[src/rtl/mux_4_1_rr_arbiter.sv]
// Round-robin arbiter that time-shares one mux_4_1 among four requesters.
// Drives the mux selects, bounds owner hold time and inserts a one-cycle turnaround.
module mux_4_1_rr_arbiter #(
    parameter int MAX_HOLD = 8
) (
    input  logic       clk,
    input  logic       rst_n,
    input  logic [3:0] req,
    output logic [3:0] gnt,
    output logic       S_0,
    output logic       S_1,
    output logic       busy,
    output logic       preempt
);

    localparam int HW = (MAX_HOLD > 0) ? $clog2(MAX_HOLD + 1) : 1;
    localparam logic [HW-1:0] HOLD_MAX  = HW'(MAX_HOLD);
    localparam logic [HW-1:0] HOLD_LAST = (MAX_HOLD > 0) ? HW'(MAX_HOLD - 1) : '0;

    typedef enum logic [1:0] {IDLE, BUSY, GAP} state_t;

    state_t          state_q, state_d;
    logic [3:0]      gnt_q, gnt_d;
    logic [1:0]      sel_q, sel_d;
    logic            busy_q, busy_d;
    logic            preempt_q, preempt_d;
    logic [1:0]      ptr_q, ptr_d;
    logic [HW-1:0]   hold_q, hold_d;

    logic [1:0]      win;
    logic [1:0]      idx;
    logic            found;
    logic            owner_req;
    logic            others;
    logic            preempt_hit;
    logic            revoke;

    // First requester in search order starting at ptr_q
    always_comb begin
        win   = ptr_q;
        idx   = '0;
        found = 1'b0;
        for (int i = 0; i < 4; i++) begin
            idx = ptr_q + 2'(i);
            if (!found && req[idx]) begin
                win   = idx;
                found = 1'b1;
            end
        end
    end

    // The S lines double as the owner index while BUSY
    assign owner_req   = req[sel_q];
    assign others      = |(req & ~gnt_q);
    assign preempt_hit = (MAX_HOLD != 0) && (hold_q == HOLD_LAST) && owner_req && others;
    assign revoke      = !owner_req || preempt_hit;

    always_ff @(posedge clk or negedge rst_n) begin
        if (!rst_n) begin
            state_q   <= IDLE;
            gnt_q     <= '0;
            sel_q     <= '0;
            busy_q    <= 1'b0;
            preempt_q <= 1'b0;
            ptr_q     <= '0;
            hold_q    <= '0;
        end else begin
            state_q   <= state_d;
            gnt_q     <= gnt_d;
            sel_q     <= sel_d;
            busy_q    <= busy_d;
            preempt_q <= preempt_d;
            ptr_q     <= ptr_d;
            hold_q    <= hold_d;
        end
    end

    always_comb begin
        state_d = state_q;
        case (state_q)
            IDLE:    if (|req)  state_d = BUSY;
            BUSY:    if (revoke) state_d = GAP;
            GAP:     state_d = IDLE;
            default: state_d = IDLE;
        endcase
    end

    always_comb begin
        gnt_d     = gnt_q;
        sel_d     = sel_q;
        busy_d    = busy_q;
        preempt_d = 1'b0;
        ptr_d     = ptr_q;
        hold_d    = hold_q;
        case (state_q)
            IDLE: begin
                if (|req) begin
                    gnt_d  = 4'b0001 << win;
                    sel_d  = win;
                    busy_d = 1'b1;
                    hold_d = '0;
                end
            end
            BUSY: begin
                hold_d = (hold_q != HOLD_MAX) ? hold_q + HW'(1) : hold_q;
                if (revoke) begin
                    gnt_d     = '0;
                    busy_d    = 1'b0;
                    ptr_d     = sel_q + 2'd1;
                    // A dropping owner counts as release even if the hold limit hits too
                    preempt_d = owner_req;
                end
            end
            default: begin
                gnt_d  = '0;
                busy_d = 1'b0;
            end
        endcase
    end

    assign gnt     = gnt_q;
    assign S_0     = sel_q[0];
    assign S_1     = sel_q[1];
    assign busy    = busy_q;
    assign preempt = preempt_q;

endmodule
[config.mk]
export PLATFORM = sky130hd
export DESIGN_NAME = mux_4_1_rr_arbiter
export DESIGN_NICKNAME = d
export VERILOG_FILES = /design/src/rtl/mux_4_1_rr_arbiter.sv
export SDC_FILE = /design/constraint.sdc
export NUM_CORES = 1
export LEC_CHECK = 0
export ABC_CLOCK_PERIOD_IN_PS = 2300
export BUFFER_PORTS_ARGS = -buffer_cell sky130_fd_sc_hd__buf_2
export CAP_MARGIN = 10
export CORE_MARGIN = 2
export CORE_UTILIZATION = 45
export CTS_CLUSTER_DIAMETER = 100
export CTS_CLUSTER_SIZE = 40
export DETAILED_ROUTE_END_ITERATION = 8
export GPL_ROUTABILITY_DRIVEN = 0
export GPL_TIMING_DRIVEN = 1
export PLACE_DENSITY = 0.66
export SKIP_LAST_GASP = 1
export SLEW_MARGIN = 20
export SYNTH_ARGS = -nofsm -noshare
export SYNTH_HDL_FRONTEND = slang
export SYNTH_SLANG_ARGS = --single-unit
[constraint.sdc]
create_clock -name clk -period 2.3 [get_ports clk]
set_input_delay 0.345 -clock clk [delete_from_list [all_inputs] [get_ports clk]]
set_output_delay 0.345 -clock clk [all_outputs]
set_load 0.01 [all_outputs]
Yosys cells after proc, flatten, opt, wreduce, memory -nomap -nowiden
Cells that the tools add are included.
- $add $sub $neg: 5
- order comparisons: 5
- eq/ne operators: 6
- shift operators: 1
- multiplexer cells: 30
- bitwise logic cells: 2
- reduce and logical (&&, ||, !) cells: 18
- operator list (cell ; number):
    $mux W4 ; 4
    $pmux W4 S2 ; 2
    $lt A2 B3 Y1 const B ; 5
    $mux W1 ; 12
    $bmux W1 S2 ; 5
    $mux W2 ; 5
    $reduce_or A4 Y1 ; 2
    $ne A2 B2 Y1 const B ; 3
    $reduce_and A2 Y1 ; 3
    $logic_and A1 B1 Y1 ; 5
    $add A2 B1 Y2 const B ; 2
    $add A2 B2 Y2 const B ; 2
    $add A4 B1 Y4 const B ; 1
    $and A4 B4 Y4 ; 1
    $eq A4 B3 Y1 const B ; 1
    $logic_not A1 Y1 ; 4
    $ne A4 B4 Y1 const B ; 1
    $not A4 Y4 ; 1
    $pmux W2 S2 ; 1
    $shl A1 B2 Y4 const A ; 1
    $reduce_and A3 Y1 ; 1
    $eq A2 B1 Y1 const B ; 1
    $logic_not A2 Y1 ; 1
    $pmux W1 S2 ; 1
    other kinds (2) ; 2
- bits in registers: 16
- input bits: 6
- output and inout bits: 8
- word-level logic and storage cells: 74

Depth between registers and ports, before layout
- depth after elaboration: 15
- gate-level depth with buffers: 7
- gate-level depth less buffers: 7

Worst setup path after synthesis
No wires, ideal clock.
- path kind: reg-to-reg
- start point: reg sel_q[0]
- end point: reg ptr_q[1]
- library setup time: 128 ps
- data arrival time: 1376 ps
- data required time: 2172 ps
- setup slack: 797 ps
- cell stages (with the launch flop): 6
- path buffers: 1
- period minus slack after synthesis: 1503 ps
- cell sequence: dfrtp_1 > buf_4 > mux2i_1 > nand2_1 > a31oi_4 > mux2_1
- longest elaborated chain between the ends: 6
- elaborated cells between the ends (all ways): 8
- classes of those cells: add/sub: 1; mux: 2; reduce/logical: 5
- ends and longest elaborated chain (item ; RTL line ; RTL):
    start: declaration ; 24 ; logic [1:0] sel_q, sel_d;
    start signal: assignment ; 70 ; sel_q <= sel_d;
    $bmux W1 S2 ; 53 ; assign owner_req = req[sel_q];
    $mux W1 (implied by the code) ; 53 ;
    $logic_and A1 B1 Y1 (2 in a row) ; 55 ; assign preempt_hit = (MAX_HOLD != 0) && (hold_q == HOLD_LAST) && owner_req && others;
    $logic_or A1 B1 Y1 ; 56 ; assign revoke = !owner_req || preempt_hit;
    $reduce_and A2 Y1 (no source line) ; -- ;
    end signal: assignment ; 73 ; ptr_q <= ptr_d;
    end: declaration ; 27 ; logic [1:0] ptr_q, ptr_d;
Parallel ways exist; a longest one is shown, timed or not. The select of a mux whose other input is x is not followed.
A chain may end at the register's enable or synchronous reset.

Worst setup path after layout
Ends and elaborated chain as after synthesis.

==> summary.md <==
| Metric | Value |
|---|---|
| Outcome | complete, no violations |
| Count of state elements after synthesis | 15 |
| Clock buffer count from CTS | 3 |
| Minimum clock period | roughly 1.6 ns |
| Largest delay share family, worst path | multiplexers |
| DRT antenna net count | 0 |
| Sequential cell area fraction in the yosys report | 42.7% |
| Final setup slack of the worst path | slightly above 0.7 ns |
| Number of max-cap violations | 0 |
| Antenna Cells | 0 |
| Power Dens Cells | 1210 nW/um^2 |
| Vias in the first global route | between 600 and 700 |
| Power share of the sequential group | between 40 and 50% |
| Count of buffers added by post-CTS timing repair for setup | 0 |
| Starting DRT DRC Count | 14 |
| Number of max-slew violations in the final report | 0 |
| Worst setup EP type | flip-flop |
| Slew Limit Headroom | 65.8% |
| Number of clock sinks | 15 |
| Detailed Routing Iterations Pass 1 | 4 |
| Leading area contributor after synthesis | sky130_fd_sc_hd__dfrtp_1 |
| Number of remaining DRC errors | 0 |
| Critical path peak fanout | 6 |
| Clk pwr share | a little under an eighth |
| Largest incremental delay on the critical path | about 0.50 ns |
| Placed insts | around 120 |
| Type of element launching the critical path | flip-flop |
| Destination of the worst register-to-register timing path | ptr_q[1]$_DFFE_PN0P_ |
| Leading post-synthesis cells by cell area | sky130_fd_sc_hd__dfrtp_1 43%, sky130_fd_sc_hd__nand2b_1 3.6%, sky130_fd_sc_hd__mux2i_1 3.4%, sky130_fd_sc_hd__nand2_1 3.0%, sky130_fd_sc_hd__nor2_1 3.0% |
| Proportion of register bits with asynchronous set or reset after synthesis | 100% |
| Total Nets Final | 113 |
| Cell depth of the worst hold path | 4 |
| Setup crit start | sel_q[0]$_DFFE_PN0P_ |
| Core region area | between 1500 and 2000 um^2 |
| Pin slew with the least headroom to its limit | approximately 0.5 ns |
| Post-synth EDFFs | 0 |
| Accumulated negative setup slack | 0 ns |
| Leading cell types by count after synthesis | 15 x sky130_fd_sc_hd__dfrtp_1, 7 x sky130_fd_sc_hd__nand2_1, 7 x sky130_fd_sc_hd__nor2_1 |
| Int Pwr | between 0.0006 and 0.0007 W |
| Gate power share | about 47% |
| Largest net degree at the start of global routing | 16 |
| Number of fill cells in the layout | about 160 |
| Resized cells post-CTS | 0 |
| LEAKAGE | roughly 0.48 nW |
| Placed cell area | between 900 and 1000 um^2 |
| Count of H-tree levels built during CTS | 1 |
| Total congestion overflow after global routing | 0 |
| Setup violation total in the final timing report | 0 |
| Latest clock arrival within the worst-skew pair | about 0.29 ns |
| Total power consumption of the routed design | about 0.0012 W |
| Setup skew after layout | roughly 0.011 ns |
| CP bufs+invs | 0 |
| Syn_area_per_cell | between 10 and 15 um^2 |
| Setup slack after placement | about 0.7 ns |
| Clock transition time at the flip-flop clock pins of the worst setup and hold paths | about 0.090 ns |
| Share of Yosys cell area claimed by the top area cell type | between 40% and 50% |
| CTS tree | done |
| Number of input and output port buffers inserted | 13 |
| Area of the mapped netlist | about 880 um^2 |
| Library cell used as clock root buffer | sky130_fd_sc_hd__clkbuf_4 |
| Total non-filler cell area in the finished layout | between 1000 and 1500 um^2 |
| Post-cts hold buffer count | 1 |
| Maximum clock frequency | between 600 and 700 MHz |
| Global-route wire length before repair | around 2.8 mm |
| Area of the die | between 2000 and 2500 um^2 |
| Setup repair after global routing missed its margin | false |
| Path type of the worst min-delay path | input pin to flip-flop |
| Switching pwr | approximately 0.00052 W |
| Most repeated cell in the gate-level netlist after synthesis | sky130_fd_sc_hd__dfrtp_1 |
| Number of warnings printed during yosys synthesis | 0 |
| Worst setup slack for register-to-register paths | roughly 0.71 ns |
| Critical Setup Path Class | flip-flop to flip-flop |
| Sequence of cells on the critical path | mux2i_1 > nand2_1 > a31oi_4 > mux2_1 |
| Number of cells in the finished layout apart from fillers | ~130 |
| Fraction of power spent switching nets | between 40% and 50% |
| Data arrival, critical path | between 1.5 and 2 ns |
| Total count of hold-check failures in the final report | 0 |
| Area growth, synth to finish | 14.4% |
| Hold_sp | req[1] |
| Worst R2R Start | sel_q[0]$_DFFE_PN0P_ |
| Placed wire-length estimate | around 1.3 mm |
| Initial Utilization | approximately half |
| Worst r2r path cells | 4 |
| Endpoint of the worst hold-timing path | sel_q[1]$_DFFE_PN0P_ |
| Number of cells produced by synthesis | 87 |
| Chip width | 48.2 um |
| Period utilization | a little under 70% |
| Vert. Die Dim | ~48 um |
| Total Routed Length | about 1.7 mm |
| Total number of placement rows | 15 |
| Via count | slightly below 700 |
| Distinct cell type count after synthesis | 39 |
| Via-to-Cell Ratio | 5.35 |
| Most common flop cell mapped by yosys | sky130_fd_sc_hd__dfrtp_1 |
| Number of I/O pins | 14 |
| Max clock buf depth | 2 |
| Global-route usage over all layers | between 10% and 20% |
| Peak VDD IR | between 0.7 and 0.8 mV |
| Syn nets | 95 |
| Initial antenna violation count | 0 |
| Average routed wire per standard cell | between 10 and 15 um |
| Worst path slowest cell | sky130_fd_sc_hd__dfrtp_1 |
| Data required, critical path | 2.46 ns |
| Fraction of layout instances using a drive strength above 1 | about 27% |
cell families after synthesis:
logic type / after synthesis / synth area share (%)
AOI/OAI and AO/OA: 21 / 21.8
muxes: 4 / 4.70
buffers and inverters: 8 / 3.85
and+or+nand+nor: 34 / 21.1
adders and majority gates: 2 / 2.85
DFF: 15 / 42.7
xor gates and xnor gates: 3 / 2.99
placed cells by master (no fill, tap or decap), drive strengths merged, types with 2 or more instances in the layout:
master / instances
a21oi: 3
a22o: 2
a32o: 2
buf: 13
clkbuf: 3
dfrtp: 15
ha: 2
inv: 7
mux2i: 3
nand2: 8
nand2b: 5
nor2: 8
nor2b: 2
nor3: 4
o21ai: 3
o22ai: 2
xor2: 3
final cells by class:
| cell class | instances | area [um^2] | share of cell area, % |
|---|---|---|---|
| Clock buffer | 3 | 22.5 | 2.24 |
| Inverter | 7 | 26.3 | 2.62 |
| Clock inverter | 1 | 5.00 | 0.498 |
| Sequential cell | 15 | 375 | 37.4 |
| Tap cell | 25 | 31.3 | 3.11 |
| Multi-Input combinational cell | 64 | 469 | 46.7 |
| Timing Repair Buffer | 14 | 75.1 | 7.47 |
per-stage QoR:
step / utilization, % / hold slack [ns]
global route: 56.4 / 0.466
global placement: 54.2 / 0.267
finish: 56.4 / 0.452
CTS: 56.4 / 0.453
detailed placement: 54.2 / 0.268
floorplan: - / 0.0494
power groups by stage:
| stage | registers (W) | clock network [W] | logic, W |
|---|---|---|---|
| final | 0.000507 | 0.000145 | 0.000568 |
| after global routing | 0.000529 | 0.000170 | 0.000646 |
| after CTS | 0.000507 | 0.000153 | 0.000574 |
| after detailed placement | 0.000511 | 0 | 0.000569 |
| after global placement | 0.000506 | 0 | 0.000556 |
| after floorplan | 0.000498 | 0 | 0.000419 |
worst register-to-register path: stages (launching register included):
cell,delay [ns]
sky130_fd_sc_hd__dfrtp_1,0.50
sky130_fd_sc_hd__mux2i_1,0.27
sky130_fd_sc_hd__nand2_1,0.11
sky130_fd_sc_hd__a31oi_4,0.24
sky130_fd_sc_hd__mux2_1,0.35
routing by layer:
| metal | up-vias | track usage [%] | part of all wire [%] |
|---|---|---|---|
| li1 | 345 | - | - |
| met3 | 4 | 6.67 | 3.8 |
| met1 | 324 | 24.0 | 51 |
| met5 | - | 0 | 0 |
| met2 | 17 | 27.6 | 44 |
| met4 | 0 | 8.11 | 1.6 |
how the worst max path moves through the flow:
stage / depth (start not counted) / end / slack, ns
2_1_floorplan: 5 / ptr_q[1]$_DFFE_PN0P_ / 0.80
3_3_place_gp: 5 / gnt[1]$_DFFE_PN0P_ / 0.74
3_5_place_dp: 5 / gnt[3]$_DFFE_PN0P_ / 0.70
4_1_cts: 4 / ptr_q[1]$_DFFE_PN0P_ / 0.70
5_1_grt: 4 / ptr_q[1]$_DFFE_PN0P_ / 0.60
6_report: 4 / ptr_q[1]$_DFFE_PN0P_ / 0.71
flip-flops by register name, indices dropped and copies added (netlist names):
name,count
gnt,4
hold_q,4
preempt,1
ptr_q,2
sel_q,2
state_q,2
(Power assumes the default switching activity.)
